### src/rtl/tt10_pkg.sv
// Shared tt10 definitions: data widths, buffer entry type and the receive-side decode.
package tt10_pkg;

    localparam int unsigned DATA_W    = 8;
    localparam int unsigned SHIFT_BIT = 7;
    localparam int unsigned DEPTH     = 2;

    typedef struct packed {
        logic [DATA_W-1:0] data;
        logic              err;
    } entry_t;

    // Shifted bytes had A[7] pushed out and a 0 shifted in; a set LSB means a framing error.
    function automatic entry_t tt10_decode(input logic [DATA_W-1:0] c,
                                           input logic              shift,
                                           input logic [DATA_W-1:0] key);
        entry_t e;
        if (shift) begin
            e.data[SHIFT_BIT]     = 1'b1;
            e.data[SHIFT_BIT-1:0] = c[DATA_W-1:1] ^ key[SHIFT_BIT-1:0];
            e.err                 = c[0];
        end else begin
            e.data = c ^ key;
            e.err  = 1'b0;
        end
        return e;
    endfunction

endpackage

### src/rtl/tt10_fifo2.sv
// Two-entry synchronous FIFO of decoded entries with occupancy count.
module tt10_fifo2
    import tt10_pkg::*;
(
    input  logic   clk_i,
    input  logic   rst_i,
    input  logic   push_i,
    input  entry_t wdata_i,
    input  logic   pop_i,
    output entry_t rdata_o,
    output logic   full_o,
    output logic   empty_o
);

    localparam int unsigned PtrW = $clog2(DEPTH);
    localparam int unsigned CntW = $clog2(DEPTH + 1);

    entry_t            mem_q [DEPTH];
    entry_t            mem_d [DEPTH];
    logic [PtrW-1:0]   wr_ptr_q, wr_ptr_d;
    logic [PtrW-1:0]   rd_ptr_q, rd_ptr_d;
    logic [CntW-1:0]   count_q, count_d;

    assign full_o  = (count_q == CntW'(DEPTH));
    assign empty_o = (count_q == '0);
    assign rdata_o = mem_q[rd_ptr_q];

    always_comb begin
        mem_d    = mem_q;
        wr_ptr_d = wr_ptr_q;
        rd_ptr_d = rd_ptr_q;
        count_d  = count_q;
        if (push_i) begin
            mem_d[wr_ptr_q] = wdata_i;
            wr_ptr_d        = wr_ptr_q + 1'b1;
        end
        if (pop_i) begin
            rd_ptr_d = rd_ptr_q + 1'b1;
        end
        unique case ({push_i, pop_i})
            2'b10:   count_d = count_q + 1'b1;
            2'b01:   count_d = count_q - 1'b1;
            default: count_d = count_q;
        endcase
    end

    always_ff @(posedge clk_i) begin
        if (rst_i) begin
            for (int i = 0; i < int'(DEPTH); i++) begin
                mem_q[i] <= '0;
            end
            wr_ptr_q <= '0;
            rd_ptr_q <= '0;
            count_q  <= '0;
        end else begin
            mem_q    <= mem_d;
            wr_ptr_q <= wr_ptr_d;
            rd_ptr_q <= rd_ptr_d;
            count_q  <= count_d;
        end
    end

endmodule

### src/rtl/tt10_decoder.sv
// tt10 receive-side decoder: key register, decode, 2-entry output buffer and
// bring-up counters for decoded bytes and framing errors.
module tt10_decoder
    import tt10_pkg::*;
#(
    parameter int unsigned CNT_W = 16,
    parameter int unsigned ERR_W = 8
) (
    input  logic              clk,
    input  logic              rst,
    input  logic [DATA_W-1:0] key_in,
    input  logic              key_load,
    input  logic [DATA_W-1:0] in_data,
    input  logic              in_shift,
    input  logic              in_valid,
    output logic              in_ready,
    output logic [DATA_W-1:0] out_data,
    output logic              out_err,
    output logic              out_valid,
    input  logic              out_ready,
    output logic [CNT_W-1:0]  byte_count,
    output logic [ERR_W-1:0]  err_count
);

    logic [DATA_W-1:0] key_q, key_d;
    logic [CNT_W-1:0]  byte_count_q, byte_count_d;
    logic [ERR_W-1:0]  err_count_q, err_count_d;

    logic   accept, pop, full, empty;
    entry_t dec, head;

    // in_ready depends only on buffer occupancy state, never on out_ready.
    assign in_ready  = !full;
    assign out_valid = !empty;
    assign accept    = in_valid && in_ready;
    assign pop       = out_valid && out_ready;
    assign dec       = tt10_decode(in_data, in_shift, key_q);

    tt10_fifo2 u_fifo (
        .clk_i   (clk),
        .rst_i   (rst),
        .push_i  (accept),
        .wdata_i (dec),
        .pop_i   (pop),
        .rdata_o (head),
        .full_o  (full),
        .empty_o (empty)
    );

    always_comb begin
        key_d        = key_load ? key_in : key_q;
        byte_count_d = byte_count_q + CNT_W'(accept);
        err_count_d  = err_count_q;
        if (accept && dec.err && (err_count_q != '1)) begin
            err_count_d = err_count_q + 1'b1;
        end
    end

    always_ff @(posedge clk) begin
        if (rst) begin
            key_q        <= '0;
            byte_count_q <= '0;
            err_count_q  <= '0;
        end else begin
            key_q        <= key_d;
            byte_count_q <= byte_count_d;
            err_count_q  <= err_count_d;
        end
    end

    assign out_data   = empty ? '0 : head.data;
    assign out_err    = empty ? 1'b0 : head.err;
    assign byte_count = byte_count_q;
    assign err_count  = err_count_q;

endmodule

### config.mk
export PLATFORM = sky130hd
export DESIGN_NAME = tt10_decoder
export DESIGN_NICKNAME = d
export VERILOG_FILES = /design/src/rtl/tt10_pkg.sv /design/src/rtl/tt10_fifo2.sv /design/src/rtl/tt10_decoder.sv
export SDC_FILE = /design/constraint.sdc
export NUM_CORES = 1
export LEC_CHECK = 0
export CAP_MARGIN = 20
export CORE_AREA = 2 2 72 74
export DETAILED_ROUTE_END_ITERATION = 10
export DIE_AREA = 0 0 74 76
export PLACE_DENSITY_LB_ADDON = 0.1
export RECOVER_POWER = 25
export REMOVE_ABC_BUFFERS = 1
export SYNTH_ARGS = -nofsm -noshare
export SYNTH_HDL_FRONTEND = slang
export SYNTH_HIERARCHICAL = 1
export SYNTH_SLANG_ARGS = --single-unit
### constraint.sdc
create_clock -name clk -period 4.7 [get_ports clk]
set_input_delay 0.94 -clock clk [delete_from_list [all_inputs] [get_ports clk]]
set_output_delay 0.94 -clock clk [all_outputs]
set_load 0.02 [all_outputs]
==> results, run 1 <==
- Tracing the worst setup path back leads to its startpoint at u_fifo/rd_ptr_q.
- Setup repair after global routing left no endpoint under its margin.
- The clock input transition at the sequential cells of the worst setup and hold paths is 0.10 ns.
- The analysis attributes to net switching a power of 355 uW.
- The register area is 1080 um2.
- Using the TritonRoute via totals, the vias-per-cell ratio works out to 5.04.
- The multi-input combinational cells in the finished layout cover a total of 1400 um2.
- The peak clock frequency supported by timing is approximately 340 MHz.
- Entering global routing, the biggest net connects 55 pins.
- The total placed instance area is 3150 um2.
- The average cell area after synthesis is 8.92 um2.
- In this run, distinct cell masters in the synthesized netlist total 38.
- The number of failing hold endpoints at the final stage was 0.
- The number of global-route vias before repair is roughly 2000.
- The routed wire length is 5070 um.
- The cell with the largest stage delay on the worst path is dfxtp_1.
- The weighted congestion reported at the end of routability-driven placement is 0.782.
- The flow ran to the end, but the final reports show violations.
- The first detailed-routing pass ran for 4 iterations.
- The H-tree level count is 2.
- The global routing usage summed across all routing layers is 19.0%.
- Counting flops and latches in the post-synthesis netlist gives 54.
- The number of max-capacitance violations reported is 1.
- The via count of the routed design is ~2000.
- The critical path class is reg2out.
- The maximum fanout along the worst path is 10.
- The die covers between 5000 and 6000 um2.
- The die span in x is between 70 and 80 um.
- The worst reg2reg path depth is 9.
- For this configuration, the core starts out at a cell density of 52.1%.
- The final reports fail on max-capacitance violations, max-slew violations.
- The number of antenna violations at the first check in global routing was 0.
- Fill cells in the final layout number 442.
- The switching portion of total power is 30.2%.
- The sort of element at the start of the critical path is a flop.
- The clock reaches the later pin of the worst-skew pair after about 0.31 ns.
- In the routed design, unresolved DRC markers number 0.
- The register-to-register setup slack is 2.42 ns.
- The critical path goes through mux2_2 > nor2b_1 > clkdlybuf4s50_1.
- Setup violations remaining at the end of the flow were counted as 0.
- The die is 76 um tall.
- The sequential group share of total power is 46.1%.
- For this run, the slowest stage of the critical path takes roughly 0.63 ns.
- The worst pin sits at a relative slew slack of -56.7%.
- Data on the critical path is required at its endpoint by 3.76 ns.
- The terminus of the critical flop-to-flop path is byte_count[14].
- The floorplan row count is 26.
- For this run, the post-layout net count is 365.
- The capture point of the worst path is out_data[0].
- The count of nets left with antenna violations once routing finished came out at 0.
- The path category of the worst min-delay check is reg2reg.
- The antenna diode instance count is 0.
- The HPWL reported at the end of detailed placement is 3650 um.
- The ratio of cells with drive above 1 in the final layout is under 10%.
- After the first detailed-routing iteration, the DRC count stood at about 110.
- The hold-fix buffer count after cts is 0.
- The sequential cell area fraction in the yosys report is 42.2%.
- The worst-case vdd ir drop is 0.203 mV.
- STA classifies the critical path endpoint as an output port.
- Clock tree synthesis found a total of 54 sinks.
- For this run, the number of Yosys warnings is 6.
- Counting the buffers created by CTS gives 5.
- Excluding fillers, the count of instances in the completed layout stands at 408.
- The synthesis-to-finish area growth is 27.5%.
- Of the total power, combinational logic draws 27.1%.
- The static leakage is 1.20 nW.
- The number of buffers on the longest clock path is 2.
- The global-route wire length before repair is ~8500 um.
- The number of instances resized during post-cts repair is 0.
- Dividing the detail-routed wire length by the instance count gives 12.4 um.
- The clock network burns 26.7% of the power.
- For the final database, setup skew stands at 0.0128 ns.
- STA puts the critical path data arrival time at 2.04 ns.
- The start of the worst register-to-register path is u_fifo/count_q[0].
- Input and output buffers added on the ports amount to 56.
- The number of buffers inserted to repair setup after CTS is 0.
- The number of top-level pins is 57.
- For the final routed database, the setup TNS stands at 0 ns.
- The area of all placed cells without fillers is 3260 um2.
- In the finished design, the share of the clock period the worst path needs comes to 63.5%.
- For the pin with the worst max-slew slack, the measured transition is 2.35 ns.
- The synthesized netlist occupies a cell area of 2560 um2.
- The sum of overflow across all layers after global routing is 0.
- The floorplan step defined a core boundary enclosing roughly 4900 um2.
- The synthesized instance count is between 200 and 300.
- Power spread over the standard cell area amounts to ~360 nW/um2.
- The cell at the root of the clock tree is clkbuf_8.
- The final period demand of the worst path is 2.98 ns.
- The number of cells after detailed placement is 401.
- The internal portion of the total power is a little over 800 uW.
- TritonCTS built the clock tree.
- The number of pins exceeding their max-slew limit in the final report is 55.
-- sequential cells by signal, summed over array words and instances (netlist names) --
signal / cells
u_fifo/rd_ptr_q: 1
u_fifo/mem_q: 18
err_count: 8
u_fifo/wr_ptr_q: 1
u_fifo/count_q: 2
key_q: 8
byte_count: 16
-- stage by stage --
| stage | util (%) | worst slack [ns] | hold WS [ns] | power [mW] |
|---|---|---|---|---|
| 3_5_place_dp | 64.2 | 1.66 | 0.447 | 0.876 |
| 4_1_cts | 66.5 | 1.68 | 0.460 | 1.19 |
| 5_1_grt | 66.5 | 1.64 | 0.480 | 1.24 |
| 2_1_floorplan | - | 1.99 | 0.427 | 0.743 |
| 3_3_place_gp | 64.2 | 1.70 | 0.439 | 0.871 |
| 6_report | 66.5 | 1.72 | 0.458 | 1.18 |
-- cell type report --
class / count / share of cell area [%]
clock buffers: 6 / 2.53
clock inverters: 1 / 0.920
inverters: 7 / 0.805
multi-input cells: 213 / 42.7
flip-flops and latches: 54 / 33.1
well taps: 70 / 2.68
repair buffers: 57 / 17.2
-- critical path, delay by kind of cell (launching register included) --
family / cells / cell delay, ns
flops: 1 / 0.63
mux: 1 / 0.40
simple gates: 1 / 0.13
buf+inv: 1 / 0.57
-- power by group through the flow --
stage / sequential, mW / combinational (mW) / clock (mW)
4_1_cts: 0.544 / 0.324 / 0.324
3_5_place_dp: 0.554 / 0.321 / 0
3_3_place_gp: 0.552 / 0.319 / 0
6_report: 0.543 / 0.320 / 0.315
5_1_grt: 0.549 / 0.352 / 0.340
2_1_floorplan: 0.548 / 0.195 / 0
-- synth_stat cells --
cell / number / area, um2
a21oi_1: 24 / 120
a311oi_1: 1 / 8.76
a31o_2: 1 / 8.76
a31oi_1: 1 / 6.26
and2_1: 1 / 6.26
and2b_2: 1 / 8.76
and3_1: 1 / 6.26
and4_1: 1 / 8.76
and4b_1: 1 / 10.0
buf_1: 2 / 7.51
buf_2: 4 / 20.0
buf_4: 1 / 7.51
clkbuf_1: 6 / 22.5
dfxtp_1: 54 / 1080
ha_1: 5 / 62.6
inv_1: 7 / 26.3
mux2_2: 9 / 101
mux2i_1: 19 / 190
nand2_1: 35 / 131
nand2b_1: 2 / 12.5
nand3_1: 17 / 85.1
nand3_4: 1 / 17.5
nand4_1: 3 / 18.8
nand4_4: 1 / 21.3
nand4b_1: 1 / 8.76
nor2_1: 31 / 116
nor2b_1: 14 / 87.6
nor3_1: 4 / 20.0
nor3b_1: 1 / 7.51
nor4_1: 1 / 6.26
nor4_2: 3 / 37.5
nor4_4: 1 / 21.3
o211ai_1: 1 / 7.51
o21ai_0: 4 / 20.0
o21ai_2: 1 / 8.76
or3_1: 3 / 18.8
xnor2_1: 19 / 166
xor2_1: 5 / 43.8
-- worst min-delay path by stage --
stage                startpoint          endpoint  slack, ns  cells after the start
6_report        u_fifo/mem_q[4]   u_fifo/mem_q[4]       0.46                      2
3_3_place_gp    u_fifo/mem_q[4]   u_fifo/mem_q[4]       0.44                      2
4_1_cts        u_fifo/mem_q[15]  u_fifo/mem_q[15]       0.46                      2
5_1_grt         u_fifo/mem_q[0]   u_fifo/mem_q[0]       0.48                      2
3_5_place_dp   u_fifo/mem_q[15]  u_fifo/mem_q[15]       0.45                      2
2_1_floorplan   u_fifo/mem_q[0]   u_fifo/mem_q[0]       0.43                      2
-- cells by family after synthesis --
logic type	after synthesis	share of synthesized area (%)
AO/OA/AOI/OAI	33	7.04
XOR/XNOR	24	8.21
adder cells (fa/ha/maj)	5	2.44
buffers and inverters	20	3.28
flip-flops	54	42.2
multiplexers	28	11.4
AND/OR/NAND/NOR	123	25.4
-- per-layer routing --
| layer | track usage, % | up-vias | wire length (um) |
|---|---|---|---|
| li1 | - | 1071 | - |
| met1 | 26.5 | 928 | 2500 |
| met2 | 28.0 | 49 | 2230 |
| met3 | 4.50 | 10 | 219 |
| met4 | 7.64 | 0 | 122 |
| met5 | 0 | - | 0 |
-- cells in the final DEF (no fill, tap or decap), types with 9 or more instances in the layout --
master           netlist  final
a21oi_1               24     24
clkdlybuf4s50_1        0     53
dfxtp_1               54     54
mux2_2                 9      9
mux2i_1               19     19
nand2_1               35     35
nand3_1               17     17
nor2_1                31     31
nor2b_1               14     14
xnor2_1               19     19
No activity file was read; power rests on OpenSTA's default activity.
==> run 2: changes to the inputs <==
--- a/config.mk
+++ b/config.mk
@@ -6,9 +6,9 @@
 export NUM_CORES = 1
 export LEC_CHECK = 0
 export CAP_MARGIN = 20
-export CORE_AREA = 2 2 72 74
+export CORE_AREA = 2 2 79 81
 export DETAILED_ROUTE_END_ITERATION = 10
-export DIE_AREA = 0 0 74 76
+export DIE_AREA = 0 0 81 83
 export PLACE_DENSITY_LB_ADDON = 0.1
 export RECOVER_POWER = 25
 export REMOVE_ABC_BUFFERS = 1
==> constraint.sdc (replaced) <==
create_clock -name clk -period 2.7 [get_ports clk]
set_input_delay 0.54 -clock clk [delete_from_list [all_inputs] [get_ports clk]]
set_output_delay 0.54 -clock clk [all_outputs]
set_load 0.02 [all_outputs]
==> results, run 2 (synthesized netlist as in run 1, its figures left out) <==
- The synthesis-to-finish area growth came to 28.3% (was 27.5%).
- The global routing usage summed across all routing layers is 16.5% (was 19.0%).
- The met2 capacity usage during global routing is 23.6% (was 28.0%).
- The routed length per instance is 12.5 um (was 12.4 um).
- The critical path class was reg2out (unchanged).
- The number of antenna violations at the first check in global routing is 0 (unchanged).
- The count of buffers from port buffering was 56 (unchanged).
- The number of max-capacitance violations reported was 0 (was 1).
- The cell at the root of the clock tree is clkbuf_8 (unchanged).
- Ordered list of cells on the worst path: mux2_2 > nor2b_1 > clkdlybuf4s50_1 (unchanged).
- The post-route setup TNS is 0 ns (unchanged).
- The most common cell after layout, fill and taps aside is dfxtp_1 (unchanged).
- The number of pins exceeding their max-slew limit in the final report is 0 (was 55).
- The initial detailed-routing violation count is 69 (was 109).
- Commonest cells after routing, fill and taps aside: 54 x dfxtp_1, 50 x clkdlybuf4s50_1, 35 x nand2_1 (was 54 x dfxtp_1, 53 x clkdlybuf4s50_1, 35 x nand2_1).
- The cell with the largest stage delay on the worst path is dfxtp_1 (unchanged).
- The TritonCTS clock tree is done (unchanged).
- The worst-case vdd ir drop is 0.405 mV (was 0.203 mV).
- The number of failing setup endpoints in the final timing report is 0 (unchanged).
- The path category of the worst min-delay check is reg2reg (unchanged).
- The routed wire length was 5240 um (was 5070 um).
- The final worst-path cycle share is between 90% and 100%.
- The number of global-route vias before repair is 1943 (was 1959).
- The hold-fix buffer count after cts came to 0 (unchanged).
- The count of non-filler cells in the finished layout is 419 (was 408).
- The initial core utilization came to 44.0% (was 52.1%).
- The fraction of met1 tracks used by global routing was 24.2% (was 26.5%).
- Status: finished clean (was finished with violations).
- The kind of cell adding the most delay to the critical path is flip-flops (unchanged).
- The number of top-level pins came to 57 (unchanged).
- The via count of the routed design is 2064 (was 2058).
- The critical path buffer and inverter count is 1 (unchanged).
- The iteration count of the initial detailed-routing pass was 4 (unchanged).
- The critical path arrival is 2.00 ns (was 2.04 ns).
- Counting I/O delays and the setup requirement, the final critical path takes 2.54 ns.
- The average vias per placed instance is 4.93 (was 5.04).
- The antenna diode instance count is 0 (unchanged).
- The die extent in y is 83 um (was 76 um).
- The number of cells after detailed placement is 411 (was 401).
- The clock sink count is 54 (unchanged).
- The clock input transition at the sequential cells of the worst setup and hold paths is 0.10 ns (about the same).
- The delay of the slowest critical-path stage is 0.63 ns (about the same).
- The final hold slack came to 0.457 ns (was 0.458 ns).
- The static leakage came to 1.21 nW (was 1.20 nW).
- The setup skew after layout is 0.0112 ns (was 0.0128 ns).
- The weighted congestion reported at the end of routability-driven placement was 0.768 (was 0.782).
- The ratio of cells with drive above 1 in the final layout is 9.01% (was 7.69%).
- The die span in x was 81 um (was 74 um).
- The busiest layer in global routing was met1 (was met2).
- The HPWL reported at the end of detailed placement is 3770 um (was 3650 um).
- The H-tree level count is 2 (unchanged).
- The number of failing hold endpoints at the final stage is 0 (unchanged).
- The count of nets left with antenna violations after detail routing is 0 (unchanged).
- The post-detailed-route DRC marker count is 0 (unchanged).
- The floorplan row count came to 28 (was 26).
- The count of nets after finishing is 370 (was 365).
- The area of the core region is 5820 um2 (was 4910 um2).
- The global-route wire length before repair is 8880 um (was 8550 um).
- The die area is 6720 um2 (was 5620 um2).
- The clock latency reported for the late side of the worst-skew pair is 0.30 ns (was 0.31 ns).
- The global-route track usage on met3 is 3.04% (was 4.50%).
- The number of buffers added by the clock tree synthesis step is 5 (unchanged).
- The endpoint required time on the critical path came to 2.16 ns (was 3.76 ns).
- The maximum fanout along the worst path was 10 (unchanged).
- The peak clock frequency supported by timing is 394 MHz.
- The number of buffers inserted to repair setup after CTS is 0 (unchanged).
- The power density over cell area is 603 nW/um2 (was 361 nW/um2).
- The sum of overflow across all layers after global routing was 0 (unchanged).
- The transition at the pin with the smallest max-transition slack is 0.549 ns (was 2.35 ns).
- The flip-flop count of the largest register, all copies and words added was 18 (unchanged).
- The relative max-transition margin is 63.4% (was -56.7%).
- The capturing element type of the critical path is an output port (unchanged).
- The pin count of the biggest net entering global routing is 31 (was 55).
- The top register by number of flip-flops is u_fifo/mem_q (unchanged).
- RSZ-0062 raised after global routing: false (unchanged).
- The number of instances resized during post-cts repair is 0 (unchanged).
- The number of buffers on the longest clock path is 2 (unchanged).
- The sort of element at the start of the critical path is a flop (unchanged).
-- run 2: area by class of cell --
type / instances / area [um2]
Tap cell: 75 / 93.8
Fill cell: 567 / 2530
Clock buffer: 7 / 86.3
Sequential cell: 54 / 1080
Clock inverter: 1 / 5.00
Multi-Input combinational cell: 213 / 1390
Timing Repair Buffer: 62 / 601
Inverter: 7 / 26.3
-- run 2: per-layer routing --
layer  vias to the layer above  share of wire (%)
li1                       1081                  -
met1                       926                 51
met2                        45                 42
met3                        12                4.3
met4                         0                2.1
met5                         -                  0
-- run 2: worst reg2reg max path: cells and delay by family, from the launching register on --
kind	cells	cell delay (ns)
flip-flops	1	0.40
adder cells (fa/ha/maj)	2	0.42
AND/OR/NAND/NOR	5	1.01
XOR/XNOR	1	0.15
-- run 2: worst paths after layout --
path,endpoint,slack [ns],cells after the start,from
max reg2reg,byte_count[12],0.60,8,u_fifo/count_q[0]
max,out_data[0],0.16,3,u_fifo/rd_ptr_q
min reg2reg,u_fifo/mem_q[2],0.46,2,u_fifo/mem_q[2]
min,u_fifo/mem_q[2],0.46,2,u_fifo/mem_q[2]
-- run 2: per-stage QoR --
step | instance area, um2 | worst slack, ns | power (mW) | utilization, %
4_1_cts | 3290 | 0.130 | 2.02 | 56.5
2_1_floorplan | 2500 | 0.337 | 1.29 | -
5_1_grt | 3280 | 0.0664 | 2.12 | 56.5
6_report | 3280 | 0.163 | 1.98 | 56.5
3_5_place_dp | 3200 | 0.182 | 1.56 | 55.0
3_3_place_gp | 3200 | 0.235 | 1.55 | 55.0
-- run 2: report_power, final --
part	total (mW)	internal [mW]	switching (mW)
logic	0.583	0.288	0.295
clock network	0.455	0.207	0.247
registers	0.944	0.867	0.0763
==> run 3: changes to the inputs <==
--- a/config.mk
+++ b/config.mk
@@ -9,7 +9,7 @@
 export CORE_AREA = 2 2 79 81
 export DETAILED_ROUTE_END_ITERATION = 10
 export DIE_AREA = 0 0 81 83
-export PLACE_DENSITY_LB_ADDON = 0.1
+export PLACE_DENSITY = 0.72
 export RECOVER_POWER = 25
 export REMOVE_ABC_BUFFERS = 1
 export SYNTH_ARGS = -nofsm -noshare
==> results, run 3 (synthesized netlist as in run 1, its figures left out) <==
- The capturing element type of the critical path is an output port (unchanged).
- The number of failing hold endpoints at the final stage was 0 (unchanged).
- The top register by number of flip-flops was u_fifo/mem_q (unchanged).
- The die span in x was 81 um (unchanged).
- The final worst-path cycle share is 95.4% (was 94.0%).
- The HPWL reported at the end of detailed placement is 3720 um (was 3770 um).
- The final period demand of the worst path is 2.58 ns (was 2.54 ns).
- The static leakage is 1.20 nW (was 1.21 nW).
- The sort of element at the start of the critical path is a flop (unchanged).
- The weighted congestion reported at the end of routability-driven placement is 0.749 (was 0.768).
- The TritonCTS clock tree is done (unchanged).
- The count of nets left with antenna violations after detail routing was 0 (unchanged).
- The worst reg2reg path depth is 7 (was 8).
- The number of buffers added by the clock tree synthesis step came to 5 (unchanged).
- The pin count of the biggest net entering global routing came to 55 (was 31).
- The global routing usage summed across all routing layers was 15.7% (was 16.5%).
- The post-route setup TNS is 0 ns (unchanged).
- The number of buffers on the longest clock path is 2 (unchanged).
- The worst-case vdd ir drop is 0.357 mV (was 0.405 mV).
- The power density over cell area was 622 nW/um2 (was 603 nW/um2).
- The initial detailed-routing violation count is 91 (was 69).
- The iteration count of the initial detailed-routing pass was 4 (unchanged).
- The clock input transition at the sequential cells of the worst setup and hold paths is 0.10 ns (about the same).
- The die area is 6720 um2 (unchanged).
- The average vias per placed instance is 4.91 (was 4.93).
- The path category of the worst min-delay check is reg2reg (unchanged).
- The number of max-capacitance violations reported is 0 (unchanged).
- The number of buffers inserted to repair setup after CTS came to 0 (unchanged).
- Commonest cells after routing, fill and taps aside: 54 x dfxtp_1, 50 x clkdlybuf4s50_1, 35 x nand2_1 (unchanged).
- The most common cell after layout, fill and taps aside is dfxtp_1 (unchanged).
- Ordered list of cells on the worst path: mux2_2 > nor2b_1 > clkdlybuf4s50_1 (unchanged).
- The worst hold path stage count was 2 (unchanged).
- The delay of the slowest critical-path stage is 0.63 ns (about the same).
- The cell with the largest stage delay on the worst path is dfxtp_1 (unchanged).
- The area of the core region is 5820 um2 (unchanged).
- The post-detailed-route DRC marker count is 0 (unchanged).
- The sum of overflow across all layers after global routing came to 0 (unchanged).
- The count of buffers from port buffering came to 56 (unchanged).
- The transition at the pin with the smallest max-transition slack is 0.961 ns (was 0.549 ns).
- The maximum fanout along the worst path is 10 (unchanged).
- The number of global-route vias before repair is 1897 (was 1943).
- The number of failing setup endpoints in the final timing report is 0 (unchanged).
- The area of all placed cells without fillers is 3270 um2 (was 3280 um2).
- The count of nets after finishing is 366 (was 370).
- The clock latency reported for the late side of the worst-skew pair came to 0.30 ns (about the same).
- The initial core utilization is 44.0% (unchanged).
- The peak clock frequency supported by timing is 388 MHz (was 394 MHz).
- The endpoint required time on the critical path is 2.16 ns (about the same).
- The ratio of cells with drive above 1 in the final layout is 7.94% (was 9.01%).
- The number of instances resized during post-cts repair is 0 (unchanged).
- The cell at the root of the clock tree was clkbuf_8 (unchanged).
- The antenna diode instance count came to 0 (unchanged).
- The flip-flop count of the largest register, all copies and words added is 18 (unchanged).
- The relative max-transition margin was 35.9% (was 63.4%).
- The H-tree level count came to 2 (unchanged).
- The floorplan row count is 28 (unchanged).
- The routed length per instance is 12.3 um (was 12.5 um).
- The hold-fix buffer count after cts is 0 (unchanged).
- The via count of the routed design came to 2036 (was 2064).
- The clock sink count came to 54 (unchanged).
- The number of antenna violations at the first check in global routing is 0 (unchanged).
- The critical path class is reg2out (unchanged).
- The number of top-level pins is 57 (unchanged).
- RSZ-0062 raised after global routing: false (unchanged).
- The total placed instance area was 3170 um2 (was 3200 um2).
- The global-route wire length before repair is 8430 um (was 8880 um).
- The number of pins exceeding their max-slew limit in the final report is 0 (unchanged).
- The die extent in y is 83 um (unchanged).
- The critical path arrival is 2.04 ns (was 2.00 ns).
- The synthesis-to-finish area growth is 27.9% (was 28.3%).
- The setup skew after layout is 0.0108 ns (was 0.0112 ns).
- The routed wire length is 5100 um (was 5240 um).
- Status: finished clean (unchanged).
run 3: cell count changes in the layout (fill, tap and decap cells not counted):
cell        previous run  this run
buf_4                  6         1
o21ai_2                0         1
clkinv_2               1         0
clkinvlp_4             0         1
bufinv_16              0         1
clkbuf_1               1         2
o21ai_0                5         4
clkbuf_8               6         5
run 3: worst max-delay path: cells and delay by family, from the launching register on:
kind / cells / cell delay, ns
buffers and inverters: 1 / 0.57
DFF: 1 / 0.63
muxes: 1 / 0.40
and+or+nand+nor: 1 / 0.13
run 3: area by class of cell:
class                      count  area, um2
fill                         552       2540
multi-input combinational    213       1400
sequential                    54       1080
timing repair buffer          58        567
tap                           75       93.8
clock buffer                   6       72.6
clock inverter                 2       37.5
inverter                       7       26.3
run 3: metrics by stage:
step                setup slack [ns]  total power [mW]  util (%)  std cells  hold WS (ns)
global route                  0.0181              2.15      56.3        415         0.484
finish                         0.123              2.04      56.3        415         0.458
global placement               0.252              1.52      54.5        407         0.439
CTS                           0.0931              2.07      56.3        415         0.460
detailed placement             0.184              1.53      54.5        407         0.447
floorplan                      0.337              1.29         -        274         0.427
run 3: worst paths after layout:
kind	start	to	slack [ns]
worst min-delay path	u_fifo/mem_q[10]	u_fifo/mem_q[10]	0.46
worst min register to register	u_fifo/mem_q[10]	u_fifo/mem_q[10]	0.46
worst max register to register	u_fifo/count_q[0]	u_fifo/count_q[1]	0.31
worst max-delay path	u_fifo/rd_ptr_q	out_data[1]	0.12
run 3: where the power goes:
group | switching [mW] | internal (mW)
registers | 0.0761 | 0.868
logic | 0.291 | 0.267
clock network | 0.258 | 0.277
total | 0.625 | 1.41
run 3: routing by layer:
metal,vias up,share of wire (%),global-route usage (%)
met3,4,2.6,3.26
met1,916,49,21.0
met2,32,47,25.1
li1,1084,-,-
met5,-,0,0
met4,0,1.3,5.08
